`src/rtl/tq_it4_post_pkg.sv`:
```
// Shared definitions for the tq inverse 4-point transform post-stages.
// Holds the DCT4 constants, default widths, the transpose-buffer FSM state
// type and a round-shift-clip helper shared by the first- and second-pass
// post-stages.
package tq_it4_post_pkg;

    // DCT4 basis constants (used by the multiplier stage that feeds this block).
    localparam int unsigned TQ_C64 = 64;
    localparam int unsigned TQ_C83 = 83;
    localparam int unsigned TQ_C36 = 36;

    // Default widths and shifts.
    localparam int unsigned TQ_IN_W     = 28;
    localparam int unsigned TQ_OUT_W    = 16;
    localparam int unsigned TQ_SHIFT_P1 = 7;
    localparam int unsigned TQ_SHIFT_P2 = 12;

    // Working width of the round-shift-clip helper.
    localparam int unsigned TQ_RSC_W = 64;

    typedef enum logic {
        StFill,
        StDrain
    } tr_state_e;

    // Adds half an LSB, shifts arithmetically (ties round toward +inf), then
    // saturates to a signed out_w-bit range. Caller keeps the low out_w bits.
    function automatic logic signed [TQ_RSC_W-1:0] tq_round_shift_clip(
        input logic signed [TQ_RSC_W-1:0] x,
        input int unsigned                shift,
        input int unsigned                out_w
    );
        logic signed [TQ_RSC_W-1:0] r;
        logic signed [TQ_RSC_W-1:0] hi;
        logic signed [TQ_RSC_W-1:0] lo;
        r  = (x + (64'sd1 <<< (shift - 1))) >>> shift;
        hi = (64'sd1 <<< (out_w - 1)) - 64'sd1;
        lo = -(64'sd1 <<< (out_w - 1));
        if (r > hi) begin
            r = hi;
        end else if (r < lo) begin
            r = lo;
        end
        return r;
    endfunction

endpackage

```
`src/rtl/tq_tr4x4_buf.sv`:
```
// 4x4 transpose buffer with fill/drain FSM.
// Rows are written one at a time (i_wr); once the fourth row lands the block
// is presented column by column under a valid/ready handshake.
// Ports:
//   clk, rst          clock, asynchronous active-low reset
//   i_acc             a row was accepted upstream this cycle
//   o_in_ready        upstream may present a row (FILL and fewer than 4 taken)
//   i_wr, i_d0..i_d3  row write strobe and row elements (columns 0..3)
//   o_valid, i_out_ready  column handshake
//   o_col             index of the column currently presented
//   o_0..o_3          column elements, rows 0..3
module tq_tr4x4_buf
    import tq_it4_post_pkg::*;
#(
    parameter int unsigned OUT_W = TQ_OUT_W
) (
    input  logic             clk,
    input  logic             rst,
    input  logic             i_acc,
    output logic             o_in_ready,
    input  logic             i_wr,
    input  logic [OUT_W-1:0] i_d0,
    input  logic [OUT_W-1:0] i_d1,
    input  logic [OUT_W-1:0] i_d2,
    input  logic [OUT_W-1:0] i_d3,
    output logic             o_valid,
    input  logic             i_out_ready,
    output logic [1:0]       o_col,
    output logic [OUT_W-1:0] o_0,
    output logic [OUT_W-1:0] o_1,
    output logic [OUT_W-1:0] o_2,
    output logic [OUT_W-1:0] o_3
);

    tr_state_e        r_state;
    tr_state_e        w_state_nxt;
    logic [2:0]       r_in_cnt;
    logic [1:0]       r_wr_row;
    logic [1:0]       r_col_cnt;
    logic [OUT_W-1:0] r_buf [4][4];
    logic [OUT_W-1:0] r_out [4];
    logic [OUT_W-1:0] w_din [4];
    logic             w_hs;
    logic             w_last_wr;
    logic             w_drain_done;

    assign w_din[0] = i_d0;
    assign w_din[1] = i_d1;
    assign w_din[2] = i_d2;
    assign w_din[3] = i_d3;

    assign w_hs         = (r_state == StDrain) & i_out_ready;
    assign w_last_wr    = i_wr & (r_wr_row == 2'd3);
    assign w_drain_done = w_hs & (r_col_cnt == 2'd3);

    assign o_in_ready = (r_state == StFill) & (r_in_cnt < 3'd4);
    assign o_valid    = (r_state == StDrain);
    assign o_col      = r_col_cnt;
    assign o_0        = r_out[0];
    assign o_1        = r_out[1];
    assign o_2        = r_out[2];
    assign o_3        = r_out[3];

    always_comb begin
        w_state_nxt = r_state;
        unique case (r_state)
            StFill:  if (w_last_wr)    w_state_nxt = StDrain;
            StDrain: if (w_drain_done) w_state_nxt = StFill;
            default: w_state_nxt = StFill;
        endcase
    end

    always_ff @(posedge clk or negedge rst) begin
        if (!rst) begin
            r_state   <= StFill;
            r_in_cnt  <= 3'd0;
            r_wr_row  <= 2'd0;
            r_col_cnt <= 2'd0;
            for (int r = 0; r < 4; r++) begin
                r_out[r] <= '0;
                for (int c = 0; c < 4; c++) begin
                    r_buf[r][c] <= '0;
                end
            end
        end else begin
            r_state <= w_state_nxt;

            if (w_drain_done) begin
                r_in_cnt <= 3'd0;
            end else if (i_acc) begin
                r_in_cnt <= r_in_cnt + 3'd1;
            end

            if (w_drain_done) begin
                r_wr_row <= 2'd0;
            end else if (i_wr) begin
                r_wr_row <= r_wr_row + 2'd1;
            end

            if (i_wr) begin
                r_buf[r_wr_row] <= w_din;
            end

            // Output registers hold the presented column so the outputs stay
            // put outside DRAIN. Row 3 of column 0 comes straight from the
            // write data because it lands in the buffer on this same edge.
            if (w_last_wr) begin
                r_col_cnt <= 2'd0;
                for (int r = 0; r < 3; r++) begin
                    r_out[r] <= r_buf[r][0];
                end
                r_out[3] <= w_din[0];
            end else if (w_hs) begin
                r_col_cnt <= r_col_cnt + 2'd1;
                if (!w_drain_done) begin
                    for (int r = 0; r < 4; r++) begin
                        r_out[r] <= r_buf[r][r_col_cnt + 2'd1];
                    end
                end
            end
        end
    end

endmodule

```
`src/rtl/tq_it4_post.sv`:
```
// Post-stage of the 4-point inverse transform.
// Takes one row of partial products (E0, E1, O1, O0) per handshake, runs the
// final butterfly, round-shifts and clips to OUT_W bits, and collects four
// rows in a transpose buffer that is emitted column by column.
// Ports:
//   clk, rst            clock, asynchronous active-low reset
//   i_valid, i_ready    row handshake
//   i_0..i_3            E0, E1, O1, O0
//   o_valid, o_ready    column handshake
//   o_col               index of the column presented
//   o_0..o_3            column elements, rows 0..3
module tq_it4_post
    import tq_it4_post_pkg::*;
#(
    parameter int unsigned IN_W  = TQ_IN_W,
    parameter int unsigned SHIFT = TQ_SHIFT_P1,
    parameter int unsigned OUT_W = TQ_OUT_W
) (
    input  logic                    clk,
    input  logic                    rst,
    input  logic                    i_valid,
    output logic                    i_ready,
    input  logic signed [IN_W-1:0]  i_0,
    input  logic signed [IN_W-1:0]  i_1,
    input  logic signed [IN_W-1:0]  i_2,
    input  logic signed [IN_W-1:0]  i_3,
    output logic                    o_valid,
    input  logic                    o_ready,
    output logic [1:0]              o_col,
    output logic signed [OUT_W-1:0] o_0,
    output logic signed [OUT_W-1:0] o_1,
    output logic signed [OUT_W-1:0] o_2,
    output logic signed [OUT_W-1:0] o_3
);

    logic                       w_acc;
    logic signed [IN_W:0]       w_b [4];
    logic signed [IN_W:0]       r_b [4];
    logic                       r_v1;
    logic signed [TQ_RSC_W-1:0] w_rsc [4];
    logic [OUT_W-1:0]           r_r [4];
    logic                       r_v2;
    logic                       w_unused_rsc;

    assign w_acc = i_valid & i_ready;

    // Final butterfly, one bit of growth.
    assign w_b[0] = {i_0[IN_W-1], i_0} + {i_3[IN_W-1], i_3};
    assign w_b[1] = {i_1[IN_W-1], i_1} + {i_2[IN_W-1], i_2};
    assign w_b[2] = {i_1[IN_W-1], i_1} - {i_2[IN_W-1], i_2};
    assign w_b[3] = {i_0[IN_W-1], i_0} - {i_3[IN_W-1], i_3};

    for (genvar k = 0; k < 4; k++) begin : g_rsc
        assign w_rsc[k] = tq_round_shift_clip(
            $signed({{(TQ_RSC_W - IN_W - 1){r_b[k][IN_W]}}, r_b[k]}), SHIFT, OUT_W);
    end

    // Clipped values always fit in OUT_W bits; the upper bits are sign copies.
    assign w_unused_rsc = ^{w_rsc[0][TQ_RSC_W-1:OUT_W], w_rsc[1][TQ_RSC_W-1:OUT_W],
                            w_rsc[2][TQ_RSC_W-1:OUT_W], w_rsc[3][TQ_RSC_W-1:OUT_W]};

    always_ff @(posedge clk or negedge rst) begin
        if (!rst) begin
            r_v1 <= 1'b0;
            r_v2 <= 1'b0;
            for (int k = 0; k < 4; k++) begin
                r_b[k] <= '0;
                r_r[k] <= '0;
            end
        end else begin
            r_v1 <= w_acc;
            r_v2 <= r_v1;
            if (w_acc) begin
                for (int k = 0; k < 4; k++) begin
                    r_b[k] <= w_b[k];
                end
            end
            if (r_v1) begin
                for (int k = 0; k < 4; k++) begin
                    r_r[k] <= w_rsc[k][OUT_W-1:0];
                end
            end
        end
    end

    tq_tr4x4_buf #(
        .OUT_W (OUT_W)
    ) u_buf (
        .clk         (clk),
        .rst         (rst),
        .i_acc       (w_acc),
        .o_in_ready  (i_ready),
        .i_wr        (r_v2),
        .i_d0        (r_r[0]),
        .i_d1        (r_r[1]),
        .i_d2        (r_r[2]),
        .i_d3        (r_r[3]),
        .o_valid     (o_valid),
        .i_out_ready (o_ready),
        .o_col       (o_col),
        .o_0         (o_0),
        .o_1         (o_1),
        .o_2         (o_2),
        .o_3         (o_3)
    );

endmodule

```
`config.mk`:
```
export PLATFORM = sky130hd
export DESIGN_NAME = tq_it4_post
export DESIGN_NICKNAME = d
export VERILOG_FILES = /design/src/rtl/tq_it4_post_pkg.sv /design/src/rtl/tq_tr4x4_buf.sv /design/src/rtl/tq_it4_post.sv
export SDC_FILE = /design/constraint.sdc
export NUM_CORES = 1
export LEC_CHECK = 0
export ABC_AREA = 1
export CORE_UTILIZATION = 51
export CTS_CLUSTER_SIZE = 14
export DETAILED_ROUTE_END_ITERATION = 10
export PLACE_DENSITY = 0.81
export SYNTH_ARGS = -nofsm -noshare
export SYNTH_HDL_FRONTEND = slang
export SYNTH_SLANG_ARGS = --single-unit
```
`constraint.sdc`:
```
create_clock -name clk -period 2.3 [get_ports clk]
set_input_delay 0.46 -clock clk [delete_from_list [all_inputs] [get_ports clk]]
set_output_delay 0.46 -clock clk [all_outputs]
set_load 0.005 [all_outputs]
```
# Yosys cells after proc, flatten, opt, wreduce, memory -nomap -nowiden
# Cells that the tools add are included.
dict set report op_classes {
  add_sub_neg 11
  n_mul 0
  div 0
  magnitude_cmp 12
  n_eq_ne 3
  n_shift 0
  n_mux 35
  bitwise 8
  reduce_logical 5
}
# cell count
set op_table {}
lappend op_table {{$bwmux W256} 1}
lappend op_table {{$mux W16} 16}
lappend op_table {{$mux W64} 4}
lappend op_table {{$bmux W16 S2} 4}
lappend op_table {{$demux W64 S2} 1}
lappend op_table {{$add A29 B8 Y30 const B} 4}
lappend op_table {{$gt A23 B16 Y1 const B} 4}
lappend op_table {{$lt A23 B16 Y1 const B} 4}
lappend op_table {{$add A28 B28 Y29} 2}
lappend op_table {{$sub A28 B28 Y29} 2}
lappend op_table {{$mux W2} 4}
lappend op_table {{$ge A3 B3 Y1 const B} 2}
lappend op_table {{$mux W3} 2}
lappend op_table {{$not A2 Y3} 2}
lappend op_table {{$reduce_bool A2 Y1} 3}
lappend op_table {{$and A1 B1 Y1} 5}
lappend op_table {{$add A2 B1 Y2 const B} 2}
lappend op_table {{$eq A2 B2 Y1 const B} 2}
lappend op_table {{$add A3 B1 Y3 const B} 1}
lappend op_table {{$lt A3 B1 Y1 const B} 1}
lappend op_table {{$lt A3 B3 Y1 const B} 1}
lappend op_table {{$mux W1} 2}
lappend op_table {{$ne A2 B1 Y1 const B} 1}
lappend op_table {{$pmux W1 S2} 1}
lappend op_table {{other kinds (3)} 3}
dict set report word_totals {
  register_bits 510
  latchBits 0
  mem_bits_rw 0
  rom_bits 0
  out_inout_bits 68
  word_cells 108
  mem_count 0
}

# Longest topological paths before layout
dict set report logic_depth {
  depth_word 8
  ltp_mapped 16
}

# Cells and area by module
# From an unflattened synthesis, not the netlist that was laid out.
dict set report unflattened {
  cells_unflattened 4709
  hier_area_um2 31535.2
}
# module instances cells_per_inst area_per_inst_um2
set by_module_without_submodules {}
lappend by_module_without_submodules {tq_tr4x4_buf 1 2145 15855.2}
lappend by_module_without_submodules {tq_it4_post 1 2564 15680.0}

# Least setup slack after synthesis
# Ideal clock, no wire load.
dict set report synth_timing {
  path_kind {input to register}
  start {in i_3[7]}
  end {reg r_b[17] in the netlist's numbering}
  setup_time_ns 0.118
  arrival_time_ns 1.926
  required_ns 2.182
  setup_slack_ns 0.256
  path_stages 12
  cell_sequence {inv_1 -> ha_1 -> clkbuf_1 -> nand2_1 -> nor2_1 -> inv_1 -> o21ai_0 -> nand2_1 -> nor2_1 -> o21ai_0 -> nand3_1 -> nand2_1}
}
dict set report synth_via {
  elab_chain_cells 1
}
# item line
set synth_rtl {}
lappend synth_rtl {{from (decl)} tq_it4_post.sv:26} ;# input logic signed [IN_W-1:0] i_3,
lappend synth_rtl {{$sub A28 B28 Y29} tq_it4_post.sv:51} ;# assign w_b[3] = {i_0[IN_W-1], i_0} - {i_3[IN_W-1], i_3};
lappend synth_rtl {{to (signal, indexed assignment)} tq_it4_post.sv:75} ;# r_b[k] <= w_b[k];
lappend synth_rtl {{to (decl)} tq_it4_post.sv:38} ;# logic signed [IN_W:0] r_b [4];
# No other way between the ends.
# A chain may end at the register's enable or synchronous reset.

# Final worst setup path
dict set report layout_timing {
  start {in i_2[9]}
  end {reg r_b[73] in the netlist's numbering}
}
dict set report layout_via {
  elab_chain_cells 1
}
# item line
set layout_rtl {}
lappend layout_rtl {{from (decl)} tq_it4_post.sv:25} ;# input logic signed [IN_W-1:0] i_2,
lappend layout_rtl {{$add A28 B28 Y29} tq_it4_post.sv:49} ;# assign w_b[1] = {i_1[IN_W-1], i_1} + {i_2[IN_W-1], i_2};
# No other way between the ends.

==> summary.md <==
| Metric | Value |
|---|---|
| IO Pins | `184` |
| Area growth syn-to-layout | `25.8%` |
| Fin Clk Skew | `27.3 ps` |
| Synth warn | `0` |
| Clk_lat worst skew | `590 ps` |
| Hold_ws | `372 ps` |
| Area after DPL | `35400 um2` |
| Reg-to-Reg End | `r_r[22]` |
| Hold WC Path Type | `input pin to asynchronous set/reset pin` |
| DRT iter0 DRCs | `2858` |
| Synth Instances | `4215` |
| CP Max Fanout | `5` |
| Post-synthesis sequential area ratio | `41.0%` |
| Final Critical Period | `2230 ps` |
| Slew margin rel. | `59.9%` |
| Vias/cell | `5.46` |
| Clock buffer depth | `3` |
| Syn Nets | `4449` |
| Initial Util | `51.6%` |
| Routed vias | `30.1k` |
| Setup crit start kind | `input pin` |
| Netlist cell types | `43` |
| Row Count | `88` |
| Die area | `59200 um2` |
| Die height | `243 um` |
| Initial antenna violation count | `0` |
| Pin count of the biggest net entering global routing | `135` |
| Worst-Margin Slew | `601 ps` |
| Power Dens Cells | `1180 nW/um2` |
| Routed Antenna Nets | `0` |
| Routed len/inst | `17.4 um` |
| Most common library cells after synthesis | `nand2_1 (1248), o21ai_0 (586), dfrtp_1 (486), inv_1 (481), nor2_1 (390)` |
| Share of cells above drive strength 1 | `13.2%` |
| #FFs+latches synth | `486` |
| Total track usage | `32.2%` |
| Slew Limit Fails | `0` |
| Remaining routing DRC violations | `0` |
| Setup_tns | `0 ps` |
| Placed Instances | `5414` |
| Clk slew on worst S/H paths | `60 ps` |
| Post-Syn Area per Cell | `7.05 um2` |
| Status | `complete, no violations` |
| Worst endpoint required time | `2820 ps` |
| Sink Count | `486` |
| Synth Flop Type | `dfrtp_1` |
| GR Overflow Total | `0` |
| Cell types occupying the most area after synthesis | `dfrtp_1 (41%), nand2_1 (16%), o21ai_0 (9.9%)` |
| Die W | `243 um` |
| Critical path arrival | `2750 ps` |
| 1st-pass router iterations | `8` |
| Hpwl dp | `72.0 mm` |
| Leakage Power | `18.5 nW` |
| Final Hold Vio Count | `0` |
| Max Fclk | `449 MHz` |
| Final setup viols | `0` |
| Post-Syn Area | `29700 um2` |
| Period utilization | `96.8%` |
| R2R depth | `13` |
| First-pass GRT wire length | `152 mm` |
| Aggregate routed wire length | `95.9 mm` |
| CP endpoint kind | `register` |
| Reg2reg start | `r_b[36]` |
| Total core area | `57600 um2` |
| Fraction of registers with async set/reset | `100%` |
| Final non-filler cell total | `5510` |
| Synth area leader | `dfrtp_1` |
| Worst setup path class | `input pin to register` |
| Vias in the first global route | `28.4k` |
| Most instantiated library cell after synthesis | `nand2_1` |
| Num CTS Buffers | `49` |
| Worst VDD drop | `940 uV` |
| Final Cell Area | `37300 um2` |
| PortBufs | `183` |
| Filler cell count | `5048` |
| Synth top area share | `41.0%` |
| Final-stage net count | `4941` |
| Post-synth EDFFs | `0` |
| RSZ-0062 raised after global routing | `true` |
| Max-cap check violation count | `0` |
| GP Congestion | `0.983` |
| Root buffer cell | `clkbuf_16` |
| Antenna Diode Count | `0` |
| # H-tree levels | `2` |
| CTS tree | `built` |
| FF-to-FF setup slack | `190 ps` |
## cell families (layout without fill, tap and decap cells)
family          after synthesis  in the layout  share of synthesized area, %
compound gates              895            895                          16.1
xor+xnor                     88             88                          2.60
fa+ha+maj                   118            118                          4.97
simple gates               1961           1963                          26.7
flops                       486            486                          41.0
buf+inv                     667           1195                          8.63
## critical path: stages
cell,delay [ps]
clkdlybuf4s50_1,500
inv_1,60
ha_1,350
inv_2,90
nand2_1,110
buf_4,120
inv_1,30
nand2_1,50
nand2_1,100
a21oi_2,190
nand2_2,120
a21oi_4,220
xor2_2,210
nand2_1,80
nand2_1,70
## power by group
part,switching [mW],total (mW),internal (mW)
registers,3.36,15.9,12.5
logic,12.3,19.9,7.58
clock network,3.44,8.33,4.89
## worst max path at each step
stage	to	from	slack, ps
2_1_floorplan	r_b[17]	i_3[7]	260
3_3_place_gp	r_b[12]	i_3[2]	-530
3_5_place_dp	r_b[73]	i_2[6]	-570
4_1_cts	r_b[73]	i_2[6]	30
5_1_grt	r_b[73]	i_2[9]	-110
6_report	r_b[73]	i_2[9]	70
## metrics by stage
| stage | power [mW] | utilization, % | worst slack, ps |
|---|---|---|---|
| floorplan | 26.8 | - | 256 |
| global placement | 34.4 | 61.4 | -526 |
| detailed placement | 35.0 | 61.4 | -572 |
| CTS | 43.7 | 64.3 | 32.3 |
| global route | 47.2 | 64.9 | -108 |
| finish | 44.1 | 64.9 | 72.8 |
## state kept, by name, indices dropped and copies added, names as in the netlist, 2 cells and up
| register | cells |
|---|---|
| u_buf.o_1 | 16 |
| u_buf.o_0 | 16 |
| u_buf.o_col | 2 |
| u_buf.r_buf | 256 |
| u_buf.o_3 | 16 |
| r_r | 64 |
| u_buf.r_in_cnt | 3 |
| r_b | 92 |
| u_buf.r_wr_row | 2 |
| u_buf.o_2 | 16 |
## final cells by class
type                       instances  area (um2)  area share, %
clock buffer                      71        1430           3.83
inverter                         487        1830           4.89
clock inverter                    18         234          0.626
timing repair buffer             619        5440           14.6
tap                              765         957           2.56
sequential                       486       12200           32.6
multi-input combinational       3064       15300           40.9
## layout by cell type, fill, tap and decap left out, drive strengths merged, types with 3 or more instances in the layout
cell type,count
bufinv,5
nand3b,10
clkinv,9
clkinvlp,3
and2,3
inv,488
o221ai,48
nand2,1265
nand3,191
clkdlybuf4s50,182
buf,436
nor2,401
a21oi,200
or2,3
xor2,69
a31oi,20
o22ai,3
nor3,31
ha,118
a21boi,8
a211oi,4
nor4,5
o21bai,8
a21o,5
and3,5
o21a,5
xnor2,19
o21ai,589
nand4,48
dfrtp,486
clkbuf,71
## routing by layer
metal	up-vias	routed length, um	GRT usage, %
met2	1231	44300	52.3
met4	0	4230	13.0
li1	14600	-	-
met5	-	0	0
met3	244	6580	4.19
met1	14000	40900	43.4
## what timing repair did
| action | 4_1_cts | 5_1_grt |
|---|---|---|
| endpoints found under the hold margin | 27 | 0 |
| hold buffers | 1 | 0 |
| gates resized for setup | 0 | 83 |
| endpoints found under the setup margin | 0 | 78 |
| buffers inserted | 0 | 4 |
Note: power is estimated with default switching activity, not from simulation.
